===== src/rtl/traffic_conflict_monitor_if.sv =====
// Lamp bus between the light controller, the conflict monitor and the lamp drivers.
// The master drives controller codes and clear requests; the slave is the monitor.
interface traffic_conflict_monitor_if;
  logic [2:0] m1_in;
  logic [2:0] m2_in;
  logic [2:0] mt_in;
  logic [2:0] sr_in;
  logic       clr_fault;
  logic [2:0] m1_out;
  logic [2:0] m2_out;
  logic [2:0] mt_out;
  logic [2:0] sr_out;
  logic       fault;
  logic [2:0] fault_code;
  logic [3:0] fault_src;

  modport master (
    output m1_in, m2_in, mt_in, sr_in, clr_fault,
    input  m1_out, m2_out, mt_out, sr_out, fault, fault_code, fault_src
  );

  modport slave (
    input  m1_in, m2_in, mt_in, sr_in, clr_fault,
    output m1_out, m2_out, mt_out, sr_out, fault, fault_code, fault_src
  );
endinterface


===== src/rtl/traffic_conflict_monitor.sv =====
// Safety stage between the light controller and the lamp drivers: passes lamp codes through
// and latches a fail-safe red on illegal/conflicting/unsafe sequences. Flash: TRAFFIC_CONFLICT_MONITOR_FLASH_EN.
module traffic_conflict_monitor #(
  parameter int STARTUP_CYC = 4,
  parameter int GLITCH_CYC  = 2,
  parameter int MIN_YEL     = 3
`ifdef TRAFFIC_CONFLICT_MONITOR_FLASH_EN
  , parameter int FLASH_CYC = 8
`endif
) (
  input logic                         clk,
  input logic                         rst,
  traffic_conflict_monitor_if.slave   bus
);
  localparam logic [1:0] ST_STARTUP = 2'd0;
  localparam logic [1:0] ST_MONITOR = 2'd1;
  localparam logic [1:0] ST_FAULT   = 2'd2;

  localparam logic [2:0] GRN = 3'b001;
  localparam logic [2:0] YEL = 3'b010;
  localparam logic [2:0] RED = 3'b100;

  localparam int SW = $clog2(STARTUP_CYC + 1);
  localparam int GW = $clog2(GLITCH_CYC + 1);
  localparam int YW = $clog2(MIN_YEL + 1);
  localparam logic [SW-1:0] ST_LAST = SW'(STARTUP_CYC - 1);
  localparam logic [GW-1:0] GL_LAST = GW'(GLITCH_CYC - 1);
  localparam logic [GW-1:0] GL_MAX  = GW'(GLITCH_CYC);
  localparam logic [YW-1:0] MIN_Y   = YW'(MIN_YEL);

  logic [1:0]    state_reg;
  logic [SW-1:0] st_cnt_reg;
  logic [GW-1:0] enc_cnt_reg, conf_cnt_reg;
  logic [YW-1:0] ycnt_reg  [4];
  logic [YW-1:0] ycnt_next [4];
  logic [2:0]    prev_reg  [4];
  logic [2:0]    out_reg   [4];
  logic [2:0]    lamp_in   [4];
  logic          fault_reg;
  logic [2:0]    code_reg, code_next;
  logic [3:0]    src_reg, src_next;
  logic [3:0]    is_r, perm, illegal, skip_src, short_src, conf_src;
  logic          enc_viol, conf_viol, enc_hit, conf_hit, fault_any, inputs_clean;
  logic [2:0]    fault_pat;

  // Lamp index order matches fault_src bits: 0 M1, 1 M2, 2 MT, 3 SR.
  assign lamp_in[0] = bus.m1_in;
  assign lamp_in[1] = bus.m2_in;
  assign lamp_in[2] = bus.mt_in;
  assign lamp_in[3] = bus.sr_in;

  genvar gi;
  generate
    for (gi = 0; gi < 4; gi++) begin : g_lamp
      assign is_r[gi]      = (lamp_in[gi] == RED);
      assign perm[gi]      = (lamp_in[gi] == GRN) || (lamp_in[gi] == YEL);
      assign illegal[gi]   = !(perm[gi] || is_r[gi]);
      assign skip_src[gi]  = (prev_reg[gi] == GRN) && is_r[gi];
      assign short_src[gi] = (prev_reg[gi] == YEL) && is_r[gi] && (ycnt_reg[gi] < MIN_Y);
      assign ycnt_next[gi] = (lamp_in[gi] != YEL) ? '0 :
                             (ycnt_reg[gi] == MIN_Y) ? ycnt_reg[gi] : ycnt_reg[gi] + YW'(1);
    end
  endgenerate

  // Only M1+M2 and M1+MT may be permissive together.
  assign conf_src[0] = perm[0] && perm[3];
  assign conf_src[1] = perm[1] && (perm[2] || perm[3]);
  assign conf_src[2] = perm[2] && (perm[1] || perm[3]);
  assign conf_src[3] = perm[3] && (perm[0] || perm[1] || perm[2]);

  assign enc_viol     = |illegal;
  assign conf_viol    = |conf_src;
  assign enc_hit      = enc_viol && (enc_cnt_reg >= GL_LAST);
  assign conf_hit     = conf_viol && (conf_cnt_reg >= GL_LAST);
  assign inputs_clean = !enc_viol && !conf_viol;

  always_comb begin
    code_next = 3'd0;
    src_next  = 4'd0;
    if (enc_hit) begin
      code_next = 3'd1;
      src_next  = illegal;
    end else if (conf_hit) begin
      code_next = 3'd2;
      src_next  = conf_src;
    end else if (|skip_src) begin
      code_next = 3'd3;
      src_next  = skip_src;
    end else if (|short_src) begin
      code_next = 3'd4;
      src_next  = short_src;
    end
  end

  assign fault_any = (code_next != 3'd0);

`ifdef TRAFFIC_CONFLICT_MONITOR_FLASH_EN
  localparam int FW = $clog2(FLASH_CYC + 1);
  localparam logic [FW-1:0] FL_LAST = FW'(FLASH_CYC - 1);
  logic [FW-1:0] fl_cnt_reg;
  logic          fl_phase_reg;
  logic          fl_wrap;

  assign fl_wrap   = (fl_cnt_reg == FL_LAST);
  // The output register loads the phase that will be current after this edge.
  assign fault_pat = (fl_wrap ? ~fl_phase_reg : fl_phase_reg) ? 3'b000 : RED;

  always_ff @(posedge clk or posedge rst) begin
    if (rst) begin
      fl_cnt_reg   <= '0;
      fl_phase_reg <= 1'b0;
    end else if (state_reg != ST_FAULT) begin
      fl_cnt_reg   <= '0;
      fl_phase_reg <= 1'b0;
    end else if (fl_wrap) begin
      fl_cnt_reg   <= '0;
      fl_phase_reg <= ~fl_phase_reg;
    end else begin
      fl_cnt_reg   <= fl_cnt_reg + FW'(1);
    end
  end
`else
  assign fault_pat = RED;
`endif

  always_ff @(posedge clk or posedge rst) begin
    if (rst) begin
      state_reg    <= ST_STARTUP;
      st_cnt_reg   <= '0;
      enc_cnt_reg  <= '0;
      conf_cnt_reg <= '0;
      fault_reg    <= 1'b0;
      code_reg     <= 3'd0;
      src_reg      <= 4'd0;
      for (int i = 0; i < 4; i++) begin
        ycnt_reg[i] <= '0;
        prev_reg[i] <= RED;
        out_reg[i]  <= RED;
      end
    end else begin
      case (state_reg)
        ST_STARTUP: begin
          for (int i = 0; i < 4; i++) begin
            prev_reg[i] <= lamp_in[i];
            out_reg[i]  <= RED;
          end
          if (st_cnt_reg == ST_LAST) begin
            st_cnt_reg <= '0;
            state_reg  <= ST_MONITOR;
          end else begin
            st_cnt_reg <= st_cnt_reg + SW'(1);
          end
        end
        ST_MONITOR: begin
          for (int i = 0; i < 4; i++) prev_reg[i] <= lamp_in[i];
          if (fault_any) begin
            state_reg <= ST_FAULT;
            fault_reg <= 1'b1;
            code_reg  <= code_next;
            src_reg   <= src_next;
            for (int i = 0; i < 4; i++) out_reg[i] <= RED;
          end else begin
            enc_cnt_reg  <= !enc_viol ? '0 : (enc_cnt_reg == GL_MAX) ? enc_cnt_reg : enc_cnt_reg + GW'(1);
            conf_cnt_reg <= !conf_viol ? '0 : (conf_cnt_reg == GL_MAX) ? conf_cnt_reg : conf_cnt_reg + GW'(1);
            for (int i = 0; i < 4; i++) begin
              ycnt_reg[i] <= ycnt_next[i];
              out_reg[i]  <= lamp_in[i];
            end
          end
        end
        default: begin
          for (int i = 0; i < 4; i++) out_reg[i] <= fault_pat;
          if (bus.clr_fault && inputs_clean) begin
            state_reg    <= ST_STARTUP;
            st_cnt_reg   <= '0;
            enc_cnt_reg  <= '0;
            conf_cnt_reg <= '0;
            fault_reg    <= 1'b0;
            code_reg     <= 3'd0;
            src_reg      <= 4'd0;
            for (int i = 0; i < 4; i++) begin
              ycnt_reg[i] <= '0;
              out_reg[i]  <= RED;
            end
          end
        end
      endcase
    end
  end

  assign bus.m1_out     = out_reg[0];
  assign bus.m2_out     = out_reg[1];
  assign bus.mt_out     = out_reg[2];
  assign bus.sr_out     = out_reg[3];
  assign bus.fault      = fault_reg;
  assign bus.fault_code = code_reg;
  assign bus.fault_src  = src_reg;
endmodule


===== src/flat_wrapper.sv =====
// flat-port wrapper written by rule: the top's interface ports become plain ports
module traffic_conflict_monitor_flat 
#(
  parameter int STARTUP_CYC = 4,
  parameter int GLITCH_CYC  = 2,
  parameter int MIN_YEL     = 3

)
  (clk, rst, bus_m1_in, bus_m2_in, bus_mt_in, bus_sr_in, bus_clr_fault, bus_m1_out, bus_m2_out, bus_mt_out, bus_sr_out, bus_fault, bus_fault_code, bus_fault_src);
  traffic_conflict_monitor_if bus_i ();
  input logic clk;
  input logic rst;
  input wire logic [$bits(bus_i.m1_in)-1:0] bus_m1_in;
  input wire logic [$bits(bus_i.m2_in)-1:0] bus_m2_in;
  input wire logic [$bits(bus_i.mt_in)-1:0] bus_mt_in;
  input wire logic [$bits(bus_i.sr_in)-1:0] bus_sr_in;
  input wire logic [$bits(bus_i.clr_fault)-1:0] bus_clr_fault;
  output wire logic [$bits(bus_i.m1_out)-1:0] bus_m1_out;
  output wire logic [$bits(bus_i.m2_out)-1:0] bus_m2_out;
  output wire logic [$bits(bus_i.mt_out)-1:0] bus_mt_out;
  output wire logic [$bits(bus_i.sr_out)-1:0] bus_sr_out;
  output wire logic [$bits(bus_i.fault)-1:0] bus_fault;
  output wire logic [$bits(bus_i.fault_code)-1:0] bus_fault_code;
  output wire logic [$bits(bus_i.fault_src)-1:0] bus_fault_src;
  assign bus_i.m1_in = bus_m1_in;
  assign bus_i.m2_in = bus_m2_in;
  assign bus_i.mt_in = bus_mt_in;
  assign bus_i.sr_in = bus_sr_in;
  assign bus_i.clr_fault = bus_clr_fault;
  assign bus_m1_out = bus_i.m1_out;
  assign bus_m2_out = bus_i.m2_out;
  assign bus_mt_out = bus_i.mt_out;
  assign bus_sr_out = bus_i.sr_out;
  assign bus_fault = bus_i.fault;
  assign bus_fault_code = bus_i.fault_code;
  assign bus_fault_src = bus_i.fault_src;
  traffic_conflict_monitor #(.STARTUP_CYC(STARTUP_CYC), .GLITCH_CYC(GLITCH_CYC), .MIN_YEL(MIN_YEL)) u_core (.clk(clk), .rst(rst), .bus(bus_i));
endmodule

===== config.mk =====
export PLATFORM = sky130hd
export DESIGN_NAME = traffic_conflict_monitor_flat
export DESIGN_NICKNAME = d
export VERILOG_FILES = /design/src/rtl/traffic_conflict_monitor_if.sv /design/src/rtl/traffic_conflict_monitor.sv /design/src/flat_wrapper.sv
export SDC_FILE = /design/constraint.sdc
export NUM_CORES = 1
export LEC_CHECK = 0
export BUFFER_PORTS_ARGS = -buffer_cell sky130_fd_sc_hd__buf_2
export CAP_MARGIN = 20
export CORE_MARGIN = 4
export CORE_UTILIZATION = 52
export DETAILED_ROUTE_END_ITERATION = 10
export PLACE_DENSITY = 0.76
export SLEW_MARGIN = 20
export SYNTH_ARGS = -nofsm -noshare
export SYNTH_HDL_FRONTEND = slang
export SYNTH_SLANG_ARGS = --single-unit

===== constraint.sdc =====
create_clock -name clk -period 2.3 [get_ports clk]
set_input_delay 0.46 -clock clk [delete_from_list [all_inputs] [get_ports clk]]
set_output_delay 0.46 -clock clk [all_outputs]
set_load 0.005 [all_outputs]

==> results of run 1 <==
-- final cells by class --
| cell class | instances | area [um^2] | share of cell area, % |
|---|---|---|---|
| multi-input cells | 186 | 1550 | 42.5 |
| flip-flops and latches | 49 | 1240 | 33.8 |
| repair buffers | 89 | 599 | 16.4 |
| well taps | 70 | 87.6 | 2.40 |
| clock buffers | 7 | 86.3 | 2.36 |
| inverters | 16 | 60.1 | 1.64 |
| clock inverters | 1 | 30.0 | 0.822 |
-- routing by layer --
metal	vias up	track usage, %	wire length (um)	share of wire, %
met5	-	0	0	0
met4	0	8.11	251	3.3
met3	28	4.43	483	6.3
met2	121	43.3	3830	50
met1	1212	30.2	3060	40
li1	1139	-	-	-
-- power groups by stage --
| stage | Combinational, mW | Sequential (mW) | Clock [mW] |
|---|---|---|---|
| floorplan | 0.731 | 1.28 | 0 |
| detailed placement | 1.11 | 1.32 | 0 |
| global placement | 1.06 | 1.31 | 0 |
| CTS | 1.15 | 1.31 | 0.644 |
| finish | 1.23 | 1.32 | 0.635 |
| global route | 1.35 | 1.35 | 0.681 |
-- synthesized netlist by cell type (3+ instances only) --
library cell	number	area, um^2
or4b_4	4	55.1
inv_1	16	60.1
a22o_1	11	96.3
xor2_1	4	35.0
ha_1	9	113
clkbuf_1	3	11.3
buf_2	5	25.0
nor3_1	11	55.1
o22ai_1	3	18.8
and2_1	11	68.8
nand2b_1	6	37.5
or4b_1	4	40.0
o21ai_0	15	75.1
o32ai_1	4	35.0
o21bai_1	4	30.0
buf_6	4	45.0
nor2_1	11	41.3
dfrtp_1	41	1030
dfstp_2	8	210
nand3_1	5	25.0
nor3b_1	9	67.6
o21ai_2	3	26.3
mux2_2	12	135
nand2_1	16	60.1
-- worst min-delay path by stage --
stage / slack [ns] / cells past startpoint / to / from
floorplan: 0.45 / 1 / u_core.state_reg[0] / u_core.st_cnt_reg[2]
global placement: 0.46 / 1 / u_core.state_reg[0] / u_core.st_cnt_reg[2]
global route: 0.24 / 2 / u_core.prev_reg[7] / rst
finish: 0.19 / 2 / u_core.prev_reg[7] / rst
CTS: 0.21 / 2 / u_core.bus.sr_out[0] / rst
detailed placement: 0.47 / 1 / u_core.state_reg[0] / u_core.st_cnt_reg[2]
-- kinds of logic after synthesis --
logic type	after synthesis	synth area share, %
fa+ha+maj	9	4.05
buf+inv	29	5.22
flops	49	44.4
mux	14	5.58
xor+xnor	5	1.57
compound gates	66	19.0
simple gates	90	20.2
-- per-stage QoR --
stage	total power [mW]	std cells	worst slack (ns)	TNS (ns)	area (um^2)
2_1_floorplan	2.01	262	-0.149	-2.91	2790
3_3_place_gp	2.37	403	-0.270	-5.69	3340
3_5_place_dp	2.43	403	-0.323	-6.69	3340
4_1_cts	3.11	413	0.00657	0	3530
5_1_grt	3.38	418	-0.0423	-0.376	3650
6_report	3.18	418	-0.00546	-0.00573	3650
-- repair_timing --
item | 4_1_cts | 5_1_grt
endpoints found under the setup margin | 19 | 25
pin swaps | 3 | 14
gates cloned | 2 | 0
gates resized for setup | 11 | 19
buffers inserted | 0 | 5
==> impl_metrics.py, run 1 <==
metrics = {
    "placement": {
        "io_buffers": 34,
        "gp_congestion": 0.902,
        "hpwl_um": 5320,
    },
    "sta": {
        "fin_crit_ns": 2.31,
        "fmax_mhz": 434,
        "hold_violations": 0,
        "worst_slack_ns": -0.00546,
        "finalSetupViolCount": 2,
        "rsz0062_at_grt": "yes",
        "slew_headroom_pct": 63.5,
        "post-route-period-util_pct": 100,
        "whs_ns": 0.195,
        "max_slew.worst_pin.slew_ns": 0.547,
        "clock_skew_ns": 0.00786,
        "drv_slew": 0,
    },
    "power_and_ir_drop": {
        "p_int_mw": 2.11,
        "power_per_cell_area_nw_per_um2": 872,
        "vdd_drop_max_v": 0.000491,
        "p_leak_nw": 1.68,
        "switching_share_pct": 33.6,
        "seq_power_share_pct": 41.5,
        "power_switching_mw": 1.07,
        "combPwrFrac_pct": 38.5,
        "clkPwrFrac_pct": 19.9,
    },
    "die": {
        "dieArea_um2": 6580,
        "placementRows": 26,
        "ios": 35,
        "core_um2": 5140,
        "die_h_um": 81.1,
        "start_util_pct": 54.1,
        "die_w_um": 81.1,
    },
    "critical_path": {
        "cp_cell_sequence": "or4b_4, or4b_4, and4_4, a41oi_4, buf_4, a32o_1",
        "cp_slowest_stage_delay_ns": 0.53,
        "critical_path.most_common_cell": "or4b_4",
        "cp-startpoint": "u_core.prev_reg[2]",
        "r2r_cells": 6,
        "cp.arrival_ns": 2.55,
        "cpMaxStageDelayCell": "or4b_4",
        "cp_data_required_time_ns": 2.54,
        "path_class": "register to register",
        "reg2reg_slack_ns": -0.005,
        "critical_path_peak_fanout": 6,
        "start_kind": "register",
        "crit_buf_inv": 1,
        "crit_family": "simple AND/OR/NAND/NOR gates",
        "r2r_end": "u_core.bus.fault_src[0]",
        "reg2reg_from": "u_core.prev_reg[2]",
        "cp-endpoint": "u_core.bus.fault_src[0]",
        "end_kind": "register",
        "cp_num_cells": 6,
    },
    "drt": {
        "wirelength_um": 7630,
        "ant_nets": 0,
        "via_per_inst": 5.98,
        "post_drt_wl_per_cell_um": 18.2,
        "vias": 2500,
        "initialDrtViolationCount": 233,
        "drc": 0,
        "drtPass1Iterations": 4,
    },
    "layout": {
        "fin_util_pct": 71.1,
        "drive_gt1_share_pct": 44.5,
        "area_growth_pct": 31.3,
        "fillCellCount": 393,
        "largest_reg_flops": 12,
        "finalNetCount": 371,
        "antenna_cells": 0,
        "final_cell_mix": "53 x buf_4, 41 x dfrtp_1, 34 x buf_2",
        "final_common_cell": "buf_4",
    },
    "yosys": {
        "synth_area_um2": 2780,
        "syn_nets": 286,
        "seq_area_frac_synth_pct": 44.4,
        "yosysWarnings": 0,
        "yosysUniqueCellTypes": 56,
        "syn_avg_cell_area_um2": 10.6,
        "synth-async-reset-ratio_pct": 100,
        "synthCells": 262,
        "synth_flop_cell": "dfrtp_1",
        "synth-seq-cells": 49,
        "synth_edf_count": 0,
    },
    "grt": {
        "grt_max_degree": 26,
        "antenna_found_initial": 0,
        "grt_pass1_vias": 2514,
        "gr-total-overflow": 0,
        "gr-usage-all-layers_pct": 24.6,
        "grt_pass1_wl_um": 12300,
    },
    "cts": {
        "cts_made_buffers": 5,
        "clock_tree.root_cell": "clkbuf_8",
        "clkSlewWorstSetupHoldPaths_ns": 0.09,
        "h-tree-depth": 2,
        "cts_tree": "yes",
        "clock_sinks": 49,
        "postCtsHoldBufs": 0,
        "clockBufferDepth": 2,
        "clk_latency_ns": 0.30,
    },
    "run_status": {
        "violations": "setup timing",
        "status": "finished, violations left",
    },
    "flow_run": {
        "drv_cap": 0,
    },
    "hold_path": {
        "holdCritPathClass": "primary input to async pin",
    },
}
No activity file was read; power rests on OpenSTA's default activity.
==> inputs of run 2 (changes only) <==
--- a/config.mk
+++ b/config.mk
@@ -5,12 +5,13 @@
 export SDC_FILE = /design/constraint.sdc
 export NUM_CORES = 1
 export LEC_CHECK = 0
+export ABC_AREA = 1
 export BUFFER_PORTS_ARGS = -buffer_cell sky130_fd_sc_hd__buf_2
 export CAP_MARGIN = 20
 export CORE_MARGIN = 4
-export CORE_UTILIZATION = 52
+export CORE_UTILIZATION = 54
 export DETAILED_ROUTE_END_ITERATION = 10
-export PLACE_DENSITY = 0.76
+export PLACE_DENSITY = 0.75
 export SLEW_MARGIN = 20
 export SYNTH_ARGS = -nofsm -noshare
 export SYNTH_HDL_FRONTEND = slang
==> constraint.sdc (replaced) <==
create_clock -name clk -period 2.9 [get_ports clk]
set_input_delay 0.58 -clock clk [delete_from_list [all_inputs] [get_ports clk]]
set_output_delay 0.58 -clock clk [all_outputs]
set_load 0.005 [all_outputs]
==> run 2 against run 1 <==
  * The flow now finishes without violations
  * Flip-flop and latch count unchanged
  * Wire length down 28%
  * Maximum frequency up 13%
  * Non-clock buffer count down 52
  * Critical path depth up 4
  * Register-to-register slack better by 0.87 ns
  * Largest cell class unchanged
  * Highest routed layer unchanged
==> impl_metrics.py, run 2 <==
metrics = {
    "drt": {
        "drc": 0,
        "ant_nets": 0,
        "post_drt_wl_per_cell_um": 12.2,
        "initialDrtViolationCount": 156,
        "via_per_inst": 5.05,
        "vias": 2266,
        "drtPass1Iterations": 4,
        "wirelength_um": 5490,
    },
    "yosys": {
        "yosys.area.top_type_share_pct": 38.4,
        "yosysWarnings": 0,
        "synth-seq-cells": 49,
        "syn_nets": 368,
        "post-synth-top-count-cell": "nand2_1",
        "synth_top_cells_by_count": "107 x nand2_1, 41 x dfrtp_1, 39 x nor2_1",
        "synth_flop_cell": "dfrtp_1",
        "synth-async-reset-ratio_pct": 100,
        "synth_edf_count": 0,
        "synth_area_um2": 2670,
        "seq_area_frac_synth_pct": 46.2,
        "synthCells": 344,
        "ys_top_cells_by_area": "dfrtp_1 38%, nand2_1 15%, dfstp_2 7.9%",
        "synth_area_leader_cell": "dfrtp_1",
        "yosysUniqueCellTypes": 28,
        "syn_avg_cell_area_um2": 7.77,
    },
    "sta": {
        "max_slew.worst_pin.slew_ns": 0.792,
        "clock_skew_ns": 0.00771,
        "slew_headroom_pct": 47.1,
        "rsz0062_at_grt": "no",
        "drv_slew": 0,
        "hold_violations": 0,
        "worst_slack_ns": 0.860,
        "fin_crit_ns": 2.04,
        "fmax_mhz": 490,
        "tns_ns": 0,
        "finalSetupViolCount": 0,
        "post-route-period-util_pct": 70.4,
    },
    "critical_path": {
        "start_kind": "register",
        "cp_data_required_time_ns": 3.15,
        "path_class": "register to register",
        "critical_path_peak_fanout": 11,
        "cp_cell_sequence": "nor2_1, nand2_1, nor2_1, nor2_1, nand2_1, a21oi_4, nand3_2, nand2_4, nand3_1, nand2_1",
        "cp.arrival_ns": 2.29,
        "cp_slowest_stage_delay_ns": 0.55,
        "end_kind": "register",
        "cpMaxStageDelayCell": "dfstp_2",
        "crit_family": "simple AND/OR/NAND/NOR gates",
        "crit_buf_inv": 0,
    },
    "layout": {
        "fillCellCount": 442,
        "final_common_cell": "nand2_1",
        "drive_gt1_share_pct": 20.7,
        "final_cell_mix": "107 x nand2_1, 41 x dfrtp_1, 39 x nor2_1",
        "largest_reg_flops": 12,
        "finalNetCount": 405,
        "area_growth_pct": 13.3,
        "antenna_cells": 0,
    },
    "cts": {
        "h-tree-depth": 2,
        "postCtsHoldBufs": 0,
        "cts_tree": "yes",
        "cts_resized": 0,
        "clock_sinks": 49,
        "clkSlewWorstSetupHoldPaths_ns": 0.09,
        "clockBufferDepth": 2,
        "clk_latency_ns": 0.30,
        "clock_tree.root_cell": "clkbuf_8",
        "postCtsSetupBuffers": 0,
        "cts_made_buffers": 5,
    },
    "flow_run": {
        "drv_cap": 0,
    },
    "die": {
        "start_util_pct": 56.2,
        "dieArea_um2": 6140,
        "placementRows": 25,
        "core_um2": 4750,
        "ios": 35,
        "die_w_um": 78.4,
        "die_h_um": 78.4,
    },
    "grt": {
        "grt_pass1_wl_um": 9940,
        "gr-usage-all-layers_pct": 20.4,
        "antenna_found_initial": 0,
        "grt_max_degree": 49,
        "gr-total-overflow": 0,
        "grt_pass1_vias": 2234,
    },
    "power_and_ir_drop": {
        "vdd_drop_max_v": 0.000386,
        "power.total_mw": 2.28,
        "power_per_cell_area_nw_per_um2": 751,
        "p_leak_nw": 1.58,
    },
    "placement": {
        "dp_slack_ns": 0.585,
        "hpwl_um": 4160,
        "io_buffers": 34,
        "gp_congestion": 0.879,
    },
    "hold_path": {
        "holdCritPathClass": "primary input to async pin",
    },
    "run_status": {
        "status": "complete, no violations",
    },
}
==> run 2: changes by cell type in the layout (fill, tap and decap cells not counted), sizes merged, moves of 9 or more <==
cell   change
nand2     +99
buf       -52
nand3     +37
nor2      +33
inv       +17
mux2      -12
a22o      -11
and2      -11
nor3b      -9
o21ai      +9
==> run 2: where the power goes <==
part           total [mW]  internal, mW  switching, mW  leakage [nW]
sequential           1.02         0.899          0.121         0.617
combinational       0.754         0.285          0.470         0.909
clock               0.503         0.281          0.221        0.0585
==> run 2: final timing paths <==
check / slack (ns) / cells after the start / startpoint / to
worst min-delay path: 0.39 / 2 / rst / u_core.conf_cnt_reg[0]
worst max-delay path: 0.86 / 10 / u_core.prev_reg[5] / u_core.enc_cnt_reg[1]
max in group asynchronous: 1.89 / 3 / rst / u_core.bus.sr_out[2]
worst max register to register: 0.86 / 10 / u_core.prev_reg[5] / u_core.enc_cnt_reg[1]
worst min register to register: 0.48 / 2 / u_core.bus.fault / u_core.bus.fault
min in group clk: 0.48 / 2 / u_core.bus.fault / u_core.bus.fault
==> run 2: through the flow <==
stage / instances / util (%) / area (um^2) / hold slack [ns]
after CTS: 449 / 63.7 / 3030 / 0.490
after floorplan: 344 / - / 2670 / 0.446
after global routing: 449 / 63.7 / 3030 / 0.465
after global placement: 441 / 61.2 / 2910 / 0.457
final: 449 / 63.7 / 3030 / 0.391
after detailed placement: 441 / 61.2 / 2910 / 0.469
==> run 2: final cells by class <==
type | instances | area [um^2] | share of cell area (%)
Multi-Input combinational cell | 253 | 1270 | 41.8
Sequential cell | 49 | 1240 | 40.8
Timing Repair Buffer | 37 | 193 | 6.36
Inverter | 35 | 133 | 4.38
Clock buffer | 7 | 86.3 | 2.85
Tap cell | 67 | 83.8 | 2.77
Clock inverter | 1 | 30.0 | 0.991
==> run 2: cell families after synthesis <==
group	count (synthesis)	share of synthesized area, %
adder cells (fa/ha/maj)	9	4.21
flip-flops	49	46.2
AND/OR/NAND/NOR	210	36.3
buffers and inverters	42	6.36
AO/OA/AOI/OAI	34	6.88
==> run 2: layer usage <==
| layer | track usage, % | up-vias | routed length (um) |
|---|---|---|---|
| met1 | 27.0 | 1046 | 2650 |
| li1 | - | 1173 | - |
| met3 | 3.67 | 10 | 184 |
| met2 | 33.5 | 37 | 2560 |
| met4 | 7.34 | 0 | 91 |
| met5 | 0 | - | 0 |
==> run 2: worst register-to-register path: stages (launching register included) <==
cell and delay, ns:
dfstp_2 0.55, nor2_1 0.05, nand2_1 0.05, nor2_1 0.06, nor2_1 0.16, nand2_1 0.20, a21oi_4 0.21, nand3_2 0.33
nand2_4 0.22, nand3_1 0.09, nand2_1 0.07
